`src/rtl/instruction_encoder.sv`:
```
// instruction_encoder: packs MIPS R/I/J fields into 32-bit words and streams them out through a DEPTH-entry FIFO.
// Latency: a tuple accepted at edge N is visible at the output after edge N if the FIFO was empty; in_ready = !full, so a full FIFO never passes through.
// Optional legality check (illegal tuples are dropped and flagged on err) is enabled by defining INSTR_ENCODER_FIELD_CHECK_EN.

module instr_enc_fifo #(
    parameter int W     = 32,
    parameter int DEPTH = 4
) (
    input  logic         clk,
    input  logic         rst_n,
    input  logic         push_vld,
    output logic         push_rdy,
    input  logic [W-1:0] push_dat,
    output logic         pop_vld,
    input  logic         pop_rdy,
    output logic [W-1:0] pop_dat
);
    localparam int AW = $clog2(DEPTH);

    logic [AW:0]  wr_ptr_q, wr_ptr_d;
    logic [AW:0]  rd_ptr_q, rd_ptr_d;
    logic [W-1:0] mem_q [DEPTH];
    logic         full;
    logic         empty;
    logic         push;
    logic         pop;

    // Extra pointer MSB distinguishes full from empty when the index bits match.
    assign full     = (wr_ptr_q[AW] != rd_ptr_q[AW]) && (wr_ptr_q[AW-1:0] == rd_ptr_q[AW-1:0]);
    assign empty    = (wr_ptr_q == rd_ptr_q);
    assign push_rdy = !full;
    assign pop_vld  = !empty;
    assign push     = push_vld && !full;
    assign pop      = pop_rdy && !empty;
    assign pop_dat  = empty ? '0 : mem_q[rd_ptr_q[AW-1:0]];

    always_comb begin
        wr_ptr_d = wr_ptr_q;
        rd_ptr_d = rd_ptr_q;
        if (push) wr_ptr_d = wr_ptr_q + 1'b1;
        if (pop)  rd_ptr_d = rd_ptr_q + 1'b1;
    end

    always_ff @(posedge clk or negedge rst_n) begin
        if (!rst_n) begin
            wr_ptr_q <= '0;
            rd_ptr_q <= '0;
        end else begin
            wr_ptr_q <= wr_ptr_d;
            rd_ptr_q <= rd_ptr_d;
        end
    end

    // Storage needs no reset: the empty flag masks stale entries.
    always_ff @(posedge clk) begin
        if (push) mem_q[wr_ptr_q[AW-1:0]] <= push_dat;
    end
endmodule

module instruction_encoder #(
    parameter int DEPTH = 4,
    parameter int CNT_W = 16
) (
    input  logic             clk,
    input  logic             rst_n,
    input  logic             in_valid,
    output logic             in_ready,
    input  logic [1:0]       format,
    input  logic [5:0]       opcode,
    input  logic [4:0]       RS,
    input  logic [4:0]       RT,
    input  logic [4:0]       RD,
    input  logic [4:0]       shamt,
    input  logic [5:0]       funct,
    input  logic [15:0]      IAddress,
    input  logic [25:0]      JAddress,
    output logic             out_valid,
    input  logic             out_ready,
    output logic [31:0]      instruction,
    output logic [CNT_W-1:0] emit_count,
    output logic             err,
    input  logic             err_clr
);
    localparam logic [1:0] FMT_R = 2'd0;
    localparam logic [1:0] FMT_I = 2'd1;
    localparam logic [1:0] FMT_J = 2'd2;

    if (DEPTH < 2 || (DEPTH & (DEPTH - 1)) != 0) begin : g_depth_chk
        $error("instruction_encoder: DEPTH must be a power of 2 and >= 2");
    end

    logic [31:0]      packed_word;
    logic             legal;
    logic             accept;
    logic             pop;
    logic [CNT_W-1:0] emit_count_q, emit_count_d;

    always_comb begin
        packed_word = 32'h0000_0000;
        case (format)
            FMT_R:   packed_word = {opcode, RS, RT, RD, shamt, funct};
            FMT_I:   packed_word = {opcode, RS, RT, IAddress};
            FMT_J:   packed_word = {opcode, JAddress};
            default: packed_word = 32'h0000_0000;
        endcase
    end

`ifdef INSTR_ENCODER_FIELD_CHECK_EN
    logic err_q, err_d;

    always_comb begin
        legal = 1'b0;
        case (format)
            FMT_R:   legal = (opcode == 6'd0);
            FMT_J:   legal = (opcode == 6'd2) || (opcode == 6'd3);
            FMT_I:   legal = !((opcode == 6'd0) || (opcode == 6'd2) || (opcode == 6'd3));
            default: legal = 1'b0;
        endcase
    end

    // A new illegal accept overrides a clear in the same cycle.
    always_comb begin
        err_d = err_q;
        if (err_clr)           err_d = 1'b0;
        if (accept && !legal)  err_d = 1'b1;
    end

    always_ff @(posedge clk or negedge rst_n) begin
        if (!rst_n) err_q <= 1'b0;
        else        err_q <= err_d;
    end

    assign err = err_q;
`else
    logic unused_err_clr;

    assign legal          = 1'b1;
    assign err            = 1'b0;
    assign unused_err_clr = err_clr;
`endif

    assign accept = in_valid && in_ready;
    assign pop    = out_valid && out_ready;

    instr_enc_fifo #(
        .W     (32),
        .DEPTH (DEPTH)
    ) u_fifo (
        .clk      (clk),
        .rst_n    (rst_n),
        .push_vld (accept && legal),
        .push_rdy (in_ready),
        .push_dat (packed_word),
        .pop_vld  (out_valid),
        .pop_rdy  (out_ready),
        .pop_dat  (instruction)
    );

    always_comb begin
        emit_count_d = emit_count_q;
        if (pop) emit_count_d = emit_count_q + 1'b1;
    end

    always_ff @(posedge clk or negedge rst_n) begin
        if (!rst_n) emit_count_q <= '0;
        else        emit_count_q <= emit_count_d;
    end

    assign emit_count = emit_count_q;
endmodule

```
`config.mk`:
```
export PLATFORM = sky130hd
export DESIGN_NAME = instruction_encoder
export DESIGN_NICKNAME = d
export VERILOG_FILES = /design/src/rtl/instruction_encoder.sv
export SDC_FILE = /design/constraint.sdc
export NUM_CORES = 1
export LEC_CHECK = 0
export CORE_ASPECT_RATIO = 0.8
export CORE_UTILIZATION = 50
export DETAILED_ROUTE_END_ITERATION = 8
export PLACE_DENSITY = 0.82
export RECOVER_POWER = 100
export SETUP_SLACK_MARGIN = 0.05
export SKIP_CTS_REPAIR_TIMING = 1
export SYNTH_ARGS = -nofsm -noshare
export SYNTH_HDL_FRONTEND = slang
export SYNTH_SLANG_ARGS = --single-unit
export TNS_END_PERCENT = 5
```
`constraint.sdc`:
```
create_clock -name clk -period 2.68 [get_ports clk]
set_input_delay 0.536 -clock clk [delete_from_list [all_inputs] [get_ports clk]]
set_output_delay 0.536 -clock clk [all_outputs]
set_load 0.01 [all_outputs]
```
### Yosys cells after proc, flatten, opt, wreduce, memory -nomap -nowiden

Memory sizes are Yosys's and may differ from the RTL's.
Cells that the tools add are included.
W data, S select, Z words.

* add/subtract/negate cells: 3
* equality and inequality tests: 5
* mux-type cells: 4
* reduce and logical (&&, ||, !) cells: 7

Operator list (number)
* $pmux W32 S3: 1
* $mux W32: 1
* $add A16 B1 Y16 const B: 1
* $add A3 B1 Y3 const B: 2
* $logic_and A1 B1 Y1: 4
* $eq A3 B3 Y1: 1
* $eq A2 B1 Y1 const B: 1
* $eq A2 B2 Y1: 1
* $eq A2 B2 Y1 const B: 1
* $logic_not A1 Y1: 2
* $logic_not A2 Y1: 1
* $mux W1: 2
* $ne A1 B1 Y1: 1

* register bits: 22
* RAM bits: 128
* output and inout bits: 51
* word-level logic and storage cells: 23
* memories: 1

Memory list
* u_fifo.mem_q: depth 4, width 32, read ports 1, clocked after Yosys merged registers in 0, write ports 1, line 22 `logic [W-1:0] mem_q [DEPTH];`

### Depth between registers and ports, before layout

Gate-level depths: netlist of the first run.

* depth in word-level cells: 7
* gate-level depth with buffers: 7

### Hierarchy

From an unflattened synthesis of the first run, not the netlist that was laid out.

* cells, all modules: 403
* area total of the unflattened synthesis: 6628.9 µm²

By module, submodules not included
* instr_enc_fifo: times used 1, cells each 248, area each 5395.2 µm², sequential area each 3993.8 µm²
* instruction_encoder: times used 1, cells each 155, area each 1233.7 µm², sequential area each 400.4 µm²

### Worst setup path after synthesis of the first run

No wires, ideal clock.

* path kind: reg2reg
* start: register u_fifo.rd_ptr_q[0]
* end: memory u_fifo.mem_q[3][0] (enable)
* library setup time: 394 ps
* data arrival time: 1850 ps
* setup slack: 437 ps
* cell stages (with the launch flop): 5
* path buffers: 1
* period minus slack after synthesis: 2243 ps
* path through: dfrtp_1 > buf_4 > xnor2_1 > a31oi_2 > and2_1

* longest elaborated chain between the ends: 7

RTL lines
* start: declaration: line 21 `logic [AW:0] rd_ptr_q, rd_ptr_d;`
* start signal: assignment: line 50 `rd_ptr_q <= rd_ptr_d;`
* $eq A2 B2 Y1 *: line 29 `assign full = (wr_ptr_q[AW] != rd_ptr_q[AW]) && (wr_ptr_q[AW-1:0] == rd_ptr_q[AW-1:0]);`
* $logic_and A1 B1 Y1 *: line 29
* $logic_not A1 Y1 *: line 31, 33
* $logic_and A1 B1 Y1: line 142 `assign accept = in_valid && in_ready;`
* $logic_and A1 B1 Y1 *: line 33 `assign push = push_vld && !full;`
* $mux W1 *: line 56 `if (push) mem_q[wr_ptr_q[AW-1:0]] <= push_dat;`
* $mux W1 (not written as such) *: line 56
* end: declaration: line 22

Every way passes the cells marked *; elsewhere a longest branch is shown, timed or not.

### Worst setup path after layout of the first run

* start: register u_fifo.rd_ptr_q[0]
* end: output port instruction[5]

* longest elaborated chain between the ends: 2

RTL lines
* $mem_v2 Z4 W32 or $eq A3 B3 Y1 (tied branches)
* $mux W32 *: line 35 `assign pop_dat = empty ? '0 : mem_q[rd_ptr_q[AW-1:0]];`
* end: declaration: line 79 `output logic [31:0] instruction,`

Marked as above.

==> flow_metrics.tcl, run 1 <==
set metrics [dict create \
    status "finished with violations" \
    failed_checks "setup timing" \
    place_hpwl_um 8681 \
    netlist_area_sq_um 6487 \
    avgSynthCellArea_sq_um 16.42 \
    io_pins 132 \
    htreeDepth 4 \
    antenna_cells 0 \
    regArea_sq_um 4399 \
    grt_usage_pct 21.16 \
    nets 632 \
    critPathMaxFanout 6 \
    finalMaxSlewViolations 0 \
    maxCapViolations 0 \
    syn_inst 395 \
    rsz0062_at_grt "yes" \
    worstPathRequired_ns 2.14 \
    setup_slack_ns -0.1752 \
    synth_edf_count 128 \
    vias 3867 \
    finalWeightedCongestion 0.7882 \
    grt_max_degree 33 \
    yosysWarnings 0 \
    grt_pass1_wl_um 20530 \
    peakVddDrop_v 0.0006676 \
    synth_flop_cell "edfxtp_1" \
    layout_common_cells "edfxtp_1 (128), clkdlybuf4s50_1 (97), and2_1 (39)" \
    gr-total-overflow 0 \
    core_region_area_sq_um 12430 \
    cts.clk_slew.worst_paths_ns 0.06 \
    cts_tree "built" \
    io_buffer_count 129 \
    final_hold_viol_count 0 \
    start_kind "register" \
    min_period_ns 2.855 \
    firstDrtPassIters 4 \
    clk_latency_ns 0.41 \
    ys_ff_latch 150 \
    rows 36 \
    post-route-period-util_pct 106.5 \
    cts_root_buf "clkbuf_16" \
    r2r_start "u_fifo.rd_ptr_q[0]" \
    r2r-end "u_fifo.mem_q[3][23]" \
    reg2reg_setup_slack_ns 0.35 \
    multiInputGateArea_sq_um 1982 \
    finalWirelength_um 13990 \
    arrival_ns 2.32 \
    min_path_cells 1 \
    dieArea_sq_um 13440 \
    initial_utilization_pct 52.18 \
    worst-setup-path-type "reg2out" \
    grt_pass1_vias 3982 \
    drive_gt1_share_pct 18.64 \
    fin_skew_ns 0.009362 \
    areaGrowthSynthToFinish_pct 37.61 \
    antenna_left 0 \
    cts_buffer_depth 2 \
    whs_ns 0.4766 \
    drt_iter0_drc 289 \
    async_reset_ff_share_pct 14.67 \
    p_per_area_nw_per_um2 1118 \
    slew_headroom_pct 15.31 \
    die_y_um 103.9 \
    holdPathEnd "emit_count[15]" \
    n_fill_cell 774 \
    synth_cell_types 30 \
    worstHoldStart "emit_count[15]" \
    worst_pin_slew_ns 1.270 \
    end_kind "output port" \
    hp-class "reg2reg" \
    syn-num-nets 482 \
    die_w_um 129.4 \
    ys_seq_area_share_pct 67.73 \
    via_per_inst 5.305 \
    cts_made_buffers 17 \
    fmaxAchievable_mhz 350.2 \
    layout.cells.most_common "edfxtp_1" \
    wl_per_cell_um 19.19 \
    drc 0 \
    p_leak_nw 3.525 \
    finalPower_w 0.009978 \
    cts_sinks 150 \
    antenna_found_initial 1 \
    finalSetupViolCount 2 \
    reg2reg_depth 6 \
]
## where the power goes
part	internal (W)	leakage [nW]	switching [W]
clock network	0.00149	0.312	0.000902
registers	0.00315	1.47	0.000246
logic	0.00225	1.74	0.00193
## metrics by stage
stage / TNS, ns / cell area [sq um] / std cells / worst slack (ns) / utilization, %
after floorplan: 0 / 6487 / 395 / 0.4367 / -
after global placement: 0 / 8085 / 690 / 0.08957 / 65.04
after detailed placement: 0 / 8085 / 690 / 0.06037 / 65.04
after CTS: -7.495 / 8706 / 722 / -0.2755 / 70.03
after global routing: -0.4645 / 8927 / 729 / -0.2403 / 71.81
final: -0.3287 / 8927 / 729 / -0.1752 / 71.81
## worst max path at each step
stage | from | endpoint | slack (ns)
after floorplan | u_fifo.rd_ptr_q[0] | u_fifo.mem_q[3][0] | 0.44
after global placement | format[1] | u_fifo.mem_q[2][23] | 0.09
after detailed placement | format[1] | u_fifo.mem_q[0][2] | 0.06
after CTS | u_fifo.rd_ptr_q[0] | instruction[14] | -0.28
after global routing | u_fifo.rd_ptr_q[0] | instruction[5] | -0.24
final | u_fifo.rd_ptr_q[0] | instruction[5] | -0.18
## per-layer routing
layer / vias to the layer above / GRT usage [%] / part of all wire, %
li1: 1786 / - / -
met1: 1935 / 27.31 / 42
met2: 140 / 34.75 / 51
met3: 6 / 5.350 / 6.3
met4: 0 / 7.563 / 0.61
met5: - / 0 / 0
## flip-flops by register name, indices dropped and copies added (netlist names)
name             flops
emit_count          16
u_fifo.mem_q       128
u_fifo.rd_ptr_q      3
u_fifo.wr_ptr_q      3
## logic make-up after synthesis
family	share of synthesized area, %
other	0.05780
adder cells (fa/ha/maj)	1.157
multiplexers	13.92
buffers and inverters	2.353
XOR/XNOR	3.587
AND/OR/NAND/NOR	8.582
AO/OA/AOI/OAI	2.604
flip-flops	67.73
## Yosys cell counts, types with 2 or more instances
cell type | number | area [sq um]
edfxtp_1 | 128 | 3844
and2_1 | 43 | 269.0
mux4_2 | 32 | 720.7
nand2_1 | 31 | 116.4
o21ai_0 | 27 | 135.1
dfrtp_1 | 22 | 550.5
mux2i_1 | 16 | 160.2
inv_1 | 13 | 48.80
xnor2_1 | 13 | 113.9
clkbuf_1 | 10 | 37.54
buf_2 | 8 | 40.04
xor2_1 | 8 | 70.07
nand3_1 | 7 | 35.03
ha_1 | 6 | 75.07
nand4_1 | 6 | 37.54
nor2_1 | 5 | 18.77
buf_4 | 3 | 22.52
xor2_2 | 3 | 48.80
and3_1 | 2 | 12.51
mux2_2 | 2 | 22.52
## final cells by class
class                   instances  area share, %
well taps                     171          2.397
multi-input cells             210          22.20
clock buffers                  24          6.363
flip-flops and latches        150          49.28
repair buffers                152          18.58
clock inverters                 8         0.5886
inverters                      14         0.5886
## critical path, cell delays in order (launching register included)
cell             delay [ns]
dfrtp_4                0.42
buf_12                 0.15
clkbuf_16              0.17
mux4_2                 0.48
and2_1                 0.20
clkdlybuf4s50_1        0.48
No activity file was read; power rests on OpenSTA's default activity.
==> inputs of run 2 (changes only) <==
--- a/config.mk
+++ b/config.mk
@@ -7,6 +7,7 @@
 export LEC_CHECK = 0
 export CORE_ASPECT_RATIO = 0.8
 export CORE_UTILIZATION = 50
+export CTS_CLUSTER_DIAMETER = 50
 export DETAILED_ROUTE_END_ITERATION = 8
 export PLACE_DENSITY = 0.82
 export RECOVER_POWER = 100
==> results of run 2 <==
No change in the layout: final DEF, timing and power equal those of run 1.
==> inputs of run 3 (changes only) <==
--- a/config.mk
+++ b/config.mk
@@ -5,11 +5,12 @@
 export SDC_FILE = /design/constraint.sdc
 export NUM_CORES = 1
 export LEC_CHECK = 0
+export ABC_AREA = 1
 export CORE_ASPECT_RATIO = 0.8
 export CORE_UTILIZATION = 50
 export CTS_CLUSTER_DIAMETER = 50
 export DETAILED_ROUTE_END_ITERATION = 8
-export PLACE_DENSITY = 0.82
+export PLACE_DENSITY = 0.81
 export RECOVER_POWER = 100
 export SETUP_SLACK_MARGIN = 0.05
 export SKIP_CTS_REPAIR_TIMING = 1
==> run 3 against run 2 <==
The flow still finishes with violations (setup timing). Final cell count increased by 40%. Count of clock-buffer cells in the layout decreased by 7. Sequential power decreased by 2%. Worst setup slack improved by 0.11 ns. Cell area increased by 4.5%. Register-to-register slack improved by 0.08 ns. Via count increased by 45%. Global-route usage increased by 2.3 points. Clock power about the same. Highest routed layer unchanged.
==> flow_metrics.tcl, run 3 <==
set metrics [dict create \
    grt_max_degree 59 \
    utilization_pct 70.96 \
    via_per_inst 5.464 \
    rows 37 \
    finalMaxSlewViolations 0 \
    worst-setup-path-type "reg2out" \
    synth_cell_types 25 \
    netlist_area_sq_um 6895 \
    cts_tree "built" \
    avgSynthCellArea_sq_um 9.979 \
    reg2reg_setup_slack_ns 0.43 \
    syn_inst 691 \
    fin_skew_ns 0.006100 \
    start_kind "register" \
    r2r-end "u_fifo.mem_q[0][20]" \
    hp-class "reg2reg" \
    p_per_area_nw_per_um2 1089 \
    r2r_start "u_fifo.rd_ptr_q[0]" \
    grt_pass1_vias 5368 \
    netlist_top_cells_area "edfxtp_1 (56%), dfrtp_1 (8.0%), nand2_1 (7.9%)" \
    place_area_sq_um 8478 \
    reg2reg_depth 7 \
    cts_buffer_depth 2 \
    rsz0062_at_grt "yes" \
    critPathLaunch "u_fifo.rd_ptr_q[0]" \
    dieArea_sq_um 14270 \
    grt_usage_pct 23.45 \
    worstPathRequired_ns 2.14 \
    antenna_found_initial 0 \
    cts.clk_slew.worst_paths_ns 0.06 \
    clk_latency_ns 0.41 \
    crit_end "instruction[26]" \
    p_sw_w 0.003622 \
    drc 0 \
    htreeDepth 4 \
    worst_pin_slew_ns 1.184 \
    slew_headroom_pct 21.08 \
    stdcell_count 1024 \
    maxCapViolations 0 \
    finalWeightedCongestion 0.8257 \
    final.setup.tns_ns -0.3440 \
    status "finished with violations" \
    min_period_ns 2.743 \
    internal-power_w 0.006534 \
    antenna_left 0 \
    nets 923 \
    ys_ff_latch 150 \
    io_buffer_count 129 \
    place_hpwl_um 10620 \
    core_region_area_sq_um 13150 \
    antenna_cells 0 \
    drive_gt1_share_pct 9.187 \
    p_leak_nw 3.888 \
    gr-total-overflow 0 \
    die_y_um 107.0 \
    layout_common_cells "nand2_1 (145), edfxtp_1 (128), clkdlybuf4s50_1 (109)" \
    post-route-period-util_pct 102.4 \
    syn-num-nets 778 \
    grt_pass1_wl_um 25540 \
    initial_utilization_pct 52.45 \
    wl_per_cell_um 16.95 \
    cts_made_buffers 17 \
    failed_checks "setup timing" \
    cts_sinks 150 \
    cts_root_buf "clkbuf_16" \
    finalWirelength_um 17350 \
    worstHoldStart "emit_count[15]" \
    finalPower_w 0.01016 \
    clock_power_share_pct 23.8 \
    yosys.area.top_type "edfxtp_1" \
    synth_edf_count 128 \
    largest_reg_flops 128 \
    dp.cells 979 \
    n_fill_cell 841 \
    ys_seq_area_share_pct 63.73 \
    yosysTopAreaCellShare_pct 55.74 \
    fin_area_sq_um 9329 \
    p_sw_share_pct 35.66 \
    critPathMaxFanout 24 \
    sequentialPowerShare_pct 32.9 \
    final_hold_viol_count 0 \
    areaGrowthSynthToFinish_pct 35.29 \
    firstDrtPassIters 6 \
    async_reset_ff_share_pct 14.67 \
    finalSetupViolCount 13 \
    vias 5595 \
    layout.cells.most_common "nand2_1" \
    die_w_um 133.3 \
    fmaxAchievable_mhz 364.5 \
    yosysWarnings 0 \
    yosysMostFrequentCell "nand2_1" \
    setup_slack_ns -0.06349 \
    synth_flop_cell "edfxtp_1" \
    p_comb_share_pct 43.3 \
    peakVddDrop_v 0.0006272 \
    end_kind "output port" \
    arrival_ns 2.21 \
    ys_top_cells_by_count "nand2_1 (145), edfxtp_1 (128), nor2_1 (90)" \
    drt_iter0_drc 540 \
    io_pins 132 \
]
run 3: changes by cell type after synthesis, moves of 5 or more:
cell	change
o22ai_1	+32
nand2_1	+114
o21ai_0	+44
clkbuf_1	+6
mux4_2	-32
xnor2_1	-5
xor2_1	-5
o21ai_1	+8
inv_1	+70
and2_1	-43
nand3_1	+19
mux2i_1	-16
nor2_1	+85
o211ai_1	+16
run 3: power by group through the flow:
stage | Sequential (W) | Clock (W) | Combinational (W)
detailed placement | 0.00335 | 0 | 0.00405
floorplan | 0.00333 | 0 | 0.00214
global route | 0.00337 | 0.00253 | 0.00475
finish | 0.00334 | 0.00242 | 0.00440
global placement | 0.00331 | 0 | 0.00395
CTS | 0.00331 | 0.00243 | 0.00409
run 3: logic make-up (layout without fill, tap and decap cells):
logic type,count (synthesis),after routing,synth area share [%]
buf+inv,123,281,7.349
xor+xnor,11,11,1.397
simple gates,273,273,16.00
fa+ha+maj,6,6,1.089
other cells,1,1,0.05438
flops,150,150,63.73
compound gates,127,127,10.38
run 3: worst max-delay path, stage by stage, from the launching register on:
cell	delay, ns
dfrtp_2	0.52
buf_4	0.18
clkbuf_16	0.19
o21ai_0	0.10
o22ai_1	0.15
nand2_1	0.07
inv_1	0.05
clkdlybuf4s50_1	0.52
run 3: layout make-up:
| class | count | area, sq um | area share, % |
|---|---|---|---|
| flip-flops and latches | 150 | 4397 | 47.13 |
| multi-input cells | 418 | 2037 | 21.83 |
| repair buffers | 161 | 1735 | 18.60 |
| clock buffers | 17 | 425.4 | 4.560 |
| inverters | 88 | 337.8 | 3.621 |
| well taps | 175 | 219.0 | 2.347 |
| clock inverters | 15 | 177.7 | 1.905 |
run 3: how the worst min path moves through the flow:
stage	end	slack [ns]	depth (start not counted)
global placement	emit_count[15]	0.49	2
finish	emit_count[15]	0.51	2
floorplan	emit_count[0]	0.24	0
detailed placement	emit_count[15]	0.50	2
global route	emit_count[15]	0.53	2
CTS	emit_count[3]	0.46	2
run 3: stage by stage:
stage                     hold WS [ns]  worst slack, ns
after floorplan                 0.2404         -0.08645
after global placement          0.4854           0.2710
after detailed placement        0.5029           0.1465
after CTS                       0.4650          -0.2343
after global routing            0.5277          -0.1202
final                           0.5062         -0.06349
run 3: per-layer routing:
metal  wire (um)  GRT usage [%]
met5           0              0
met4         314          10.15
met3        1137          4.870
met2        8749          39.92
met1        7151          29.08
